$ cat src/rtl/maf_dot_sequencer_pkg.sv
// Shared types for the MAF dot-product sequencer.
// Exception tags, the zero word and the FSM state encoding.
package maf_dot_sequencer_pkg;

  localparam logic [1:0] TAG_ZERO   = 2'b00;
  localparam logic [1:0] TAG_NORMAL = 2'b01;
  localparam logic [1:0] TAG_INF    = 2'b10;
  localparam logic [1:0] TAG_NAN    = 2'b11;

  localparam int WORD_BITS = 34;
  localparam logic [WORD_BITS-1:0] ZERO_WORD = '0;

  typedef enum logic [1:0] {
    S_IDLE,
    S_FETCH,
    S_WAIT,
    S_DONE
  } state_e;

endpackage

$ cat src/rtl/maf_dot_sequencer_if.sv
// Operand-in / result-out handshakes of the dot-product sequencer.
// master is the producer/consumer side, slave is the sequencer.
interface maf_dot_sequencer_if #(
  parameter int size = 34
);
  logic            in_valid_i;
  logic            in_ready_o;
  logic [size-1:0] a_i;
  logic [size-1:0] b_i;
  logic [size-1:0] result_o;
  logic            result_valid_o;
  logic            result_ready_i;

  modport master (
    output in_valid_i, a_i, b_i, result_ready_i,
    input  in_ready_o, result_o, result_valid_o
  );

  modport slave (
    input  in_valid_i, a_i, b_i, result_ready_i,
    output in_ready_o, result_o, result_valid_o
  );
endinterface

$ cat src/rtl/maf_dot_sequencer.sv
// Feeds (a, b, acc) into an external MAF one term at a time and
// accumulates sum(a_k*b_k); waits maf_latency extra cycles per term.
module maf_dot_sequencer
  import maf_dot_sequencer_pkg::*;
#(
  parameter int size_exponent        = 8,
  parameter int size_mantissa        = 24,
  parameter int size_exception_field = 2,
  parameter int size = size_exponent + size_mantissa
                     + size_exception_field,
  parameter int size_len             = 8,
  parameter int maf_latency          = 0,
  parameter int size_wait            = 3
) (
  input  logic                clk,
  input  logic                rst,
  input  logic                start_i,
  input  logic [size_len-1:0] len_i,
  maf_dot_sequencer_if.slave  io,
  output logic [size-1:0]     maf_a_o,
  output logic [size-1:0]     maf_b_o,
  output logic [size-1:0]     maf_c_o,
  output logic                maf_sub_o,
  input  logic [size-1:0]     maf_result_i,
  output logic                busy_o
);

  localparam logic [size-1:0] ZERO = size'(ZERO_WORD);
  localparam logic [size_wait-1:0] WAIT_LOAD =
    size_wait'(maf_latency);
  localparam logic [size_len-1:0] ONE = size_len'(1);

  state_e              state;
  state_e              state_n;
  logic [size_len-1:0] remaining;
  logic [size_wait-1:0] wait_q;
  logic [size-1:0]     acc;

  logic wait_done;
  logic last_term;

  assign wait_done = (wait_q == '0);
  assign last_term = (remaining == ONE);
  assign maf_sub_o = 1'b0;

  always_ff @(posedge clk) begin
    if (!rst) state <= S_IDLE;
    else      state <= state_n;
  end

  always_comb begin
    state_n = state;
    unique case (state)
      S_IDLE:
        if (start_i)
          state_n = (len_i == '0) ? S_DONE : S_FETCH;
      S_FETCH:
        if (io.in_valid_i) state_n = S_WAIT;
      S_WAIT:
        if (wait_done)
          state_n = last_term ? S_DONE : S_FETCH;
      S_DONE:
        if (io.result_ready_i) state_n = S_IDLE;
      default: state_n = S_IDLE;
    endcase
  end

  always_comb begin
    io.in_ready_o     = 1'b0;
    io.result_valid_o = 1'b0;
    busy_o            = 1'b1;
    unique case (state)
      S_IDLE:  busy_o            = 1'b0;
      S_FETCH: io.in_ready_o     = 1'b1;
      S_DONE:  io.result_valid_o = 1'b1;
      default: ;
    endcase
  end

  // One MAF op in flight: operands are issued in FETCH, result
  // is taken only once the wait counter has drained.
  always_ff @(posedge clk) begin
    if (!rst) begin
      remaining   <= '0;
      wait_q      <= '0;
      acc         <= ZERO;
      maf_a_o     <= ZERO;
      maf_b_o     <= ZERO;
      maf_c_o     <= ZERO;
      io.result_o <= ZERO;
    end else begin
      unique case (state)
        S_IDLE:
          if (start_i) begin
            remaining <= len_i;
            acc       <= ZERO;
            if (len_i == '0) io.result_o <= ZERO;
          end
        S_FETCH:
          if (io.in_valid_i) begin
            maf_a_o <= io.a_i;
            maf_b_o <= io.b_i;
            maf_c_o <= acc;
            wait_q  <= WAIT_LOAD;
          end
        S_WAIT:
          if (wait_done) begin
            acc       <= maf_result_i;
            remaining <= remaining - ONE;
            if (last_term) io.result_o <= maf_result_i;
          end else begin
            wait_q <= wait_q - 1'b1;
          end
        default: ;
      endcase
    end
  end

endmodule

$ cat src/flat_wrapper.sv
// flat-port wrapper written by rule: the top's interface ports become plain ports
module maf_dot_sequencer_flat import maf_dot_sequencer_pkg::*;
#(
  parameter int size_exponent        = 8,
  parameter int size_mantissa        = 24,
  parameter int size_exception_field = 2,
  parameter int size = size_exponent + size_mantissa
                     + size_exception_field,
  parameter int size_len             = 8,
  parameter int maf_latency          = 0,
  parameter int size_wait            = 3
)
  (clk, rst, start_i, len_i, maf_a_o, maf_b_o, maf_c_o, maf_sub_o, maf_result_i, busy_o, io_in_valid_i, io_a_i, io_b_i, io_result_ready_i, io_in_ready_o, io_result_o, io_result_valid_o);
  maf_dot_sequencer_if #(.size(size)) io_i ();
  input  logic clk;
  input  logic rst;
  input  logic start_i;
  input  logic [size_len-1:0] len_i;
  output logic [size-1:0] maf_a_o;
  output logic [size-1:0] maf_b_o;
  output logic [size-1:0] maf_c_o;
  output logic maf_sub_o;
  input  logic [size-1:0] maf_result_i;
  output logic busy_o;
  input wire logic [$bits(io_i.in_valid_i)-1:0] io_in_valid_i;
  input wire logic [$bits(io_i.a_i)-1:0] io_a_i;
  input wire logic [$bits(io_i.b_i)-1:0] io_b_i;
  input wire logic [$bits(io_i.result_ready_i)-1:0] io_result_ready_i;
  output wire logic [$bits(io_i.in_ready_o)-1:0] io_in_ready_o;
  output wire logic [$bits(io_i.result_o)-1:0] io_result_o;
  output wire logic [$bits(io_i.result_valid_o)-1:0] io_result_valid_o;
  assign io_i.in_valid_i = io_in_valid_i;
  assign io_i.a_i = io_a_i;
  assign io_i.b_i = io_b_i;
  assign io_i.result_ready_i = io_result_ready_i;
  assign io_in_ready_o = io_i.in_ready_o;
  assign io_result_o = io_i.result_o;
  assign io_result_valid_o = io_i.result_valid_o;
  maf_dot_sequencer #(.size_exponent(size_exponent), .size_mantissa(size_mantissa), .size_exception_field(size_exception_field), .size(size), .size_len(size_len), .maf_latency(maf_latency), .size_wait(size_wait)) u_core (.clk(clk), .rst(rst), .start_i(start_i), .len_i(len_i), .io(io_i), .maf_a_o(maf_a_o), .maf_b_o(maf_b_o), .maf_c_o(maf_c_o), .maf_sub_o(maf_sub_o), .maf_result_i(maf_result_i), .busy_o(busy_o));
endmodule
$ cat config.mk
export PLATFORM = sky130hd
export DESIGN_NAME = maf_dot_sequencer_flat
export DESIGN_NICKNAME = d
export VERILOG_FILES = /design/src/rtl/maf_dot_sequencer_pkg.sv /design/src/rtl/maf_dot_sequencer_if.sv /design/src/rtl/maf_dot_sequencer.sv /design/src/flat_wrapper.sv
export SDC_FILE = /design/constraint.sdc
export NUM_CORES = 1
export LEC_CHECK = 0
export ABC_AREA = 1
export BUFFER_PORTS_ARGS = -buffer_cell sky130_fd_sc_hd__buf_2
export CAP_MARGIN = 10
export CORE_MARGIN = 10
export CORE_UTILIZATION = 50
export CTS_CLUSTER_DIAMETER = 100
export DETAILED_ROUTE_END_ITERATION = 7
export PLACE_DENSITY = 0.81
export SLEW_MARGIN = 10
export SYNTH_ARGS = -nofsm -noshare
export SYNTH_HDL_FRONTEND = slang
export SYNTH_SLANG_ARGS = --single-unit
$ cat constraint.sdc
create_clock -name clk -period 4.4 [get_ports clk]
set_input_delay 1.32 -clock clk [delete_from_list [all_inputs] [get_ports clk]]
set_output_delay 1.32 -clock clk [all_outputs]
set_load 0.01 [all_outputs]
### Word level (Yosys, flattened, before mapping)

Index checks and enable logic that the tools add are counted.

* output and inout port bits: 140
* register bits: 183
* input port bits: 115
* word-level logic and storage cells: 55

* reduce and logical (&&, ||, !) cells: 10
* muxes and demuxes: 24
* $add $sub $neg: 2
* eq/ne operators: 11

Operators by type and width (number)
* $mux W34: 6
* $pmux W34 S2: 2
* $mux W8: 2
* $pmux W8 S2: 1
* $mux W2: 6
* $eq A8 B1 Y1 const B: 1
* $logic_not A8 Y1: 1
* $ne A2 B2 Y1 const B: 4
* $pmux W2 S4: 1
* $sub A8 B1 Y8 const B: 1
* $mux W3: 2
* $ne A2 B1 Y1 const B: 3
* $pmux W3 S2: 1
* $reduce_and A3 Y1: 2
* $reduce_and A5 Y1: 1
* $eq A2 B2 Y1 const B: 2
* $reduce_and A4 Y1: 1
* $reduce_bool A2 Y1: 2
* $logic_not A3 Y1: 1
* $mux W1: 3
* $sub A3 B1 Y3 const B: 1
* $eq A2 B1 Y1 const B: 1
* $logic_not A2 Y1: 1
* $reduce_and A2 Y1: 1

### Longest topological paths before layout

* depth after elaboration: 4
* gate-level depth with buffers: 11
* depth with buffers taken out: 10

### Worst setup path before layout

OpenSTA, ideal clock, no wires.

* path type: input to register
* start: input port len_i[3]
* end: register u_core.io.result_o[19]
* setup time: 113 ps
* required time: 4287 ps
* stages on the path: 8
* setup slack: 1955 ps
* buffers on the path: 2
* arrival time: 2332 ps
* path through: nor2_1 nand2_1 o21ai_0 nand3_2 buf_6 buf_6 nor2_1 nor2_1

* longest elaborated chain between the ends: 3

Ends and longest elaborated chain
* start: declaration: line flat_wrapper.sv:18 `input logic [size_len-1:0] len_i;`
* $logic_not A8 Y1: line maf_dot_sequencer.sv:97 `if (len_i == '0) io.result_o <= ZERO;`
* $ne A2 B1 Y1 (no source line)
* $reduce_and A5 Y1 (no source line)
* end signal: assignment: line maf_dot_sequencer.sv:110 `if (last_term) io.result_o <= maf_result_i;`
* end: declaration: line maf_dot_sequencer_if.sv:21 `output in_ready_o, result_o, result_valid_o`

Every way passes these cells.
A chain may end at the register's enable or synchronous reset.

### Final worst setup path

* start: register u_core.state[0]
* end: output port io_in_ready_o

* longest elaborated chain between the ends: 2

Ends and longest elaborated chain
* start: declaration: line maf_dot_sequencer.sv:33 `state_e state;`
* start signal: assignment: line maf_dot_sequencer.sv:48 `else state <= state_n;`
* $eq A2 B1 Y1: line maf_dot_sequencer.sv:72 `unique case (state)`
* $mux W1: line maf_dot_sequencer.sv:72
* end: declaration: line flat_wrapper.sv:29 `output wire logic [$bits(io_i.in_ready_o)-1:0] io_in_ready_o;`

Every way passes these cells.

==> impl_metrics.py <==
metrics = {
    "drt": {
        "wl_per_cell_um": 14.6,
        "drt-initial-drc-count": 480,
        "drc_errors": 0,
        "postRouteAntennaNets": 0,
        "wl_met1_um": 8970,
        "via_per_inst": 4.85,
        "vias": 6962,
        "first_pass_iters": 5,
        "routed.top_layer": "met4",
        "wl_um": 20900,
        "wl_met3_um": 1780,
        "met2_wirelength_um": 9750,
    },
    "timing": {
        "finalSetupViolations": 0,
        "max_freq_ghz": 0.367,
        "fin_crit_sh": 0.619,
        "max-slew-margin-rel": 0.304,
        "hold_viol": 0,
        "timing.hold.ws_ns": 0.460,
        "fin_crit_ns": 2.72,
        "finalMaxSlewViolations": 0,
        "rsz0062_at_grt": "false",
        "setup_tns_ns": 0,
        "fin_skew_ns": 0.00658,
        "worst_slew_pin_slew_ns": 1.04,
    },
    "clock_network": {
        "numCtsBuffers": 17,
        "postCtsSetupBuffers": 0,
        "clk_path_buf_depth": 2,
        "clk_pin_slew_ns": 0.06,
        "cts_root_buffer": "clkbuf_16",
        "cts.sinks": 183,
        "ctsHoldBuffers": 0,
        "clk_latency_ns": 0.42,
        "cts_resized": 0,
        "cts_tree": "done",
        "cts-htree-levels": 4,
    },
    "yosys": {
        "synth_area_per_cell_um2": 7.03,
        "yosysTopAreaCell": "dfxtp_1",
        "synth_area_leaders": "dfxtp_1, nand2_1, a21oi_1, nor2_1, inv_1",
        "yosys_warnings": 0,
        "ys_types": 23,
        "synthesis.area_mm2": 0.00719,
        "seq_area_frac_synth": 0.509,
        "synth_nets": 1142,
        "synth_top_area_frac": 0.509,
        "ys_ff_latch": 183,
        "synthCells": 1023,
    },
    "setup_path": {
        "end_kind": "primary output",
        "startpoint_type": "flip-flop",
        "required_ns": 3.08,
        "worstPathArrival_ns": 1.40,
        "cp_slowest_cell": "dfxtp_1",
        "critPathBufInv": 2,
        "worstSetupPathType": "reg2out",
        "critPathTopFamily": "flip-flops",
        "path_cells": "inv_1, nor2_1, buf_2",
        "crit_fanout": 5,
        "cpPeakStageDelay_ns": 0.47,
    },
    "layout": {
        "area_growth_pct": 26.5,
        "mostFrequentLayoutCells": "nand2_1, buf_2, dfxtp_1",
        "antenna_cells": 0,
        "layout_commonest_cell": "nand2_1",
        "fin_nets": 1360,
        "drive_above_1_share": 0.242,
    },
    "floorplan": {
        "die_y_um": 140,
        "die_x_um": 140,
        "start_util": 0.514,
        "die_area_mm2": 0.0196,
        "io_pins": 255,
        "fp.coreArea_mm2": 0.0140,
        "rows": 43,
    },
    "power": {
        "power_leakage_nw": 4.43,
        "p_per_area_mw_per_mm2": 572,
        "ir_worst_vdd_mv": 0.338,
    },
    "place": {
        "port_buffers": 253,
        "place_congestion": 0.850,
        "dp_hpwl_um": 14800,
    },
    "outcome": {
        "status": "complete, no violations",
    },
    "worst_hold_path": {
        "hold_class": "reg2reg",
    },
    "global_route": {
        "overflow": 0,
        "grt_max_degree": 106,
        "grt_pass1_wl_um": 33400,
        "grt_use_total": 0.205,
        "antenna_found_initial": 0,
        "first_global_vias": 6685,
    },
    "flow_run": {
        "cap_violations": 0,
    },
}
-- per-stage QoR --
step / setup slack [ns] / util / power, W / cells / cell area (um^2)
2_1_floorplan: 1.95 / - / 0.00317 / 1023 / 7190
3_3_place_gp: 1.47 / 0.606 / 0.00361 / 1402 / 8480
3_5_place_dp: 1.43 / 0.606 / 0.00366 / 1402 / 8480
4_1_cts: 1.64 / 0.651 / 0.00525 / 1434 / 9100
5_1_grt: 1.58 / 0.651 / 0.00557 / 1434 / 9100
6_report: 1.68 / 0.651 / 0.00520 / 1434 / 9100
-- sequential cells by signal (all words and copies together) (netlist names) --
register	count
u_core.acc	34
u_core.io.result_o	34
u_core.maf_a_o	34
u_core.maf_b_o	34
u_core.maf_c_o	34
u_core.remaining	8
u_core.state	2
u_core.wait_q	3
-- Yosys cell counts, drive strengths merged --
cell and number:
clkbuf 31, or2 1, o21ai 13, mux2i 1, buf 31, nor3 3
nand3b 1, dfxtp 183, a21oi 147, conb 1, nor2 133, nand2 377
xor2 1, ha 4, nand3 10, xnor2 1, inv 85
-- per-layer routing --
metal	track usage	vias to the layer above
met2	0.331	253
li1	-	3578
met1	0.251	3106
met5	0	-
met3	0.0710	25
met4	0.0679	0
-- path summary, 6_finish.rpt --
| path | from | cells past startpoint | end | slack [ns] |
|---|---|---|---|---|
| setup / recovery | u_core.state[0] | 3 | io_in_ready_o | 1.68 |
| hold / removal | u_core.maf_c_o[2] | 2 | u_core.maf_c_o[2] | 0.46 |
| setup reg to reg | u_core.state[1] | 10 | u_core.io.result_o[21] | 2.04 |
| hold reg to reg | u_core.maf_c_o[2] | 2 | u_core.maf_c_o[2] | 0.46 |
-- layout make-up --
| cell class | instances | area, um^2 |
|---|---|---|
| Clock buffer | 22 | 484 |
| Clock inverter | 10 | 141 |
| Fill cell | 1278 | 4890 |
| Inverter | 85 | 323 |
| Multi-Input combinational cell | 693 | 2910 |
| Sequential cell | 183 | 3660 |
| Tap cell | 180 | 225 |
| Timing Repair Buffer | 261 | 1350 |
-- cells by family (layout without fill, tap and decap cells) --
group / after synthesis / count (layout) / share of synthesized area
AOI/OAI and AO/OA: 160 / 160 / 0.111
muxes: 1 / 1 / 0.00139
buffers and inverters: 147 / 378 / 0.0873
xor gates and xnor gates: 2 / 2 / 0.00244
DFF: 183 / 183 / 0.509
adders and majority gates: 4 / 4 / 0.00696
other: 1 / 1 / 0.000521
and+or+nand+nor: 525 / 525 / 0.281
-- worst register-to-register path: stages (launching register included) --
cell and delay [ns]:
dfxtp_1 0.55, inv_1 0.13, nor2_2 0.37, nand2_2 0.19, nand2_2 0.15, nor2_4 0.05, nand3_2 0.08, buf_4 0.46
nand2_1 0.15, nand2_1 0.10, nor2_1 0.05
-- power by group --
part | internal, W | leakage, nW | total (W) | switching [W]
clock | 0.000958 | 0.303 | 0.00159 | 0.000627
combinational | 0.000521 | 2.64 | 0.00154 | 0.00102
sequential | 0.00192 | 1.49 | 0.00208 | 0.000162
Power figures use the tool's default switching activity.
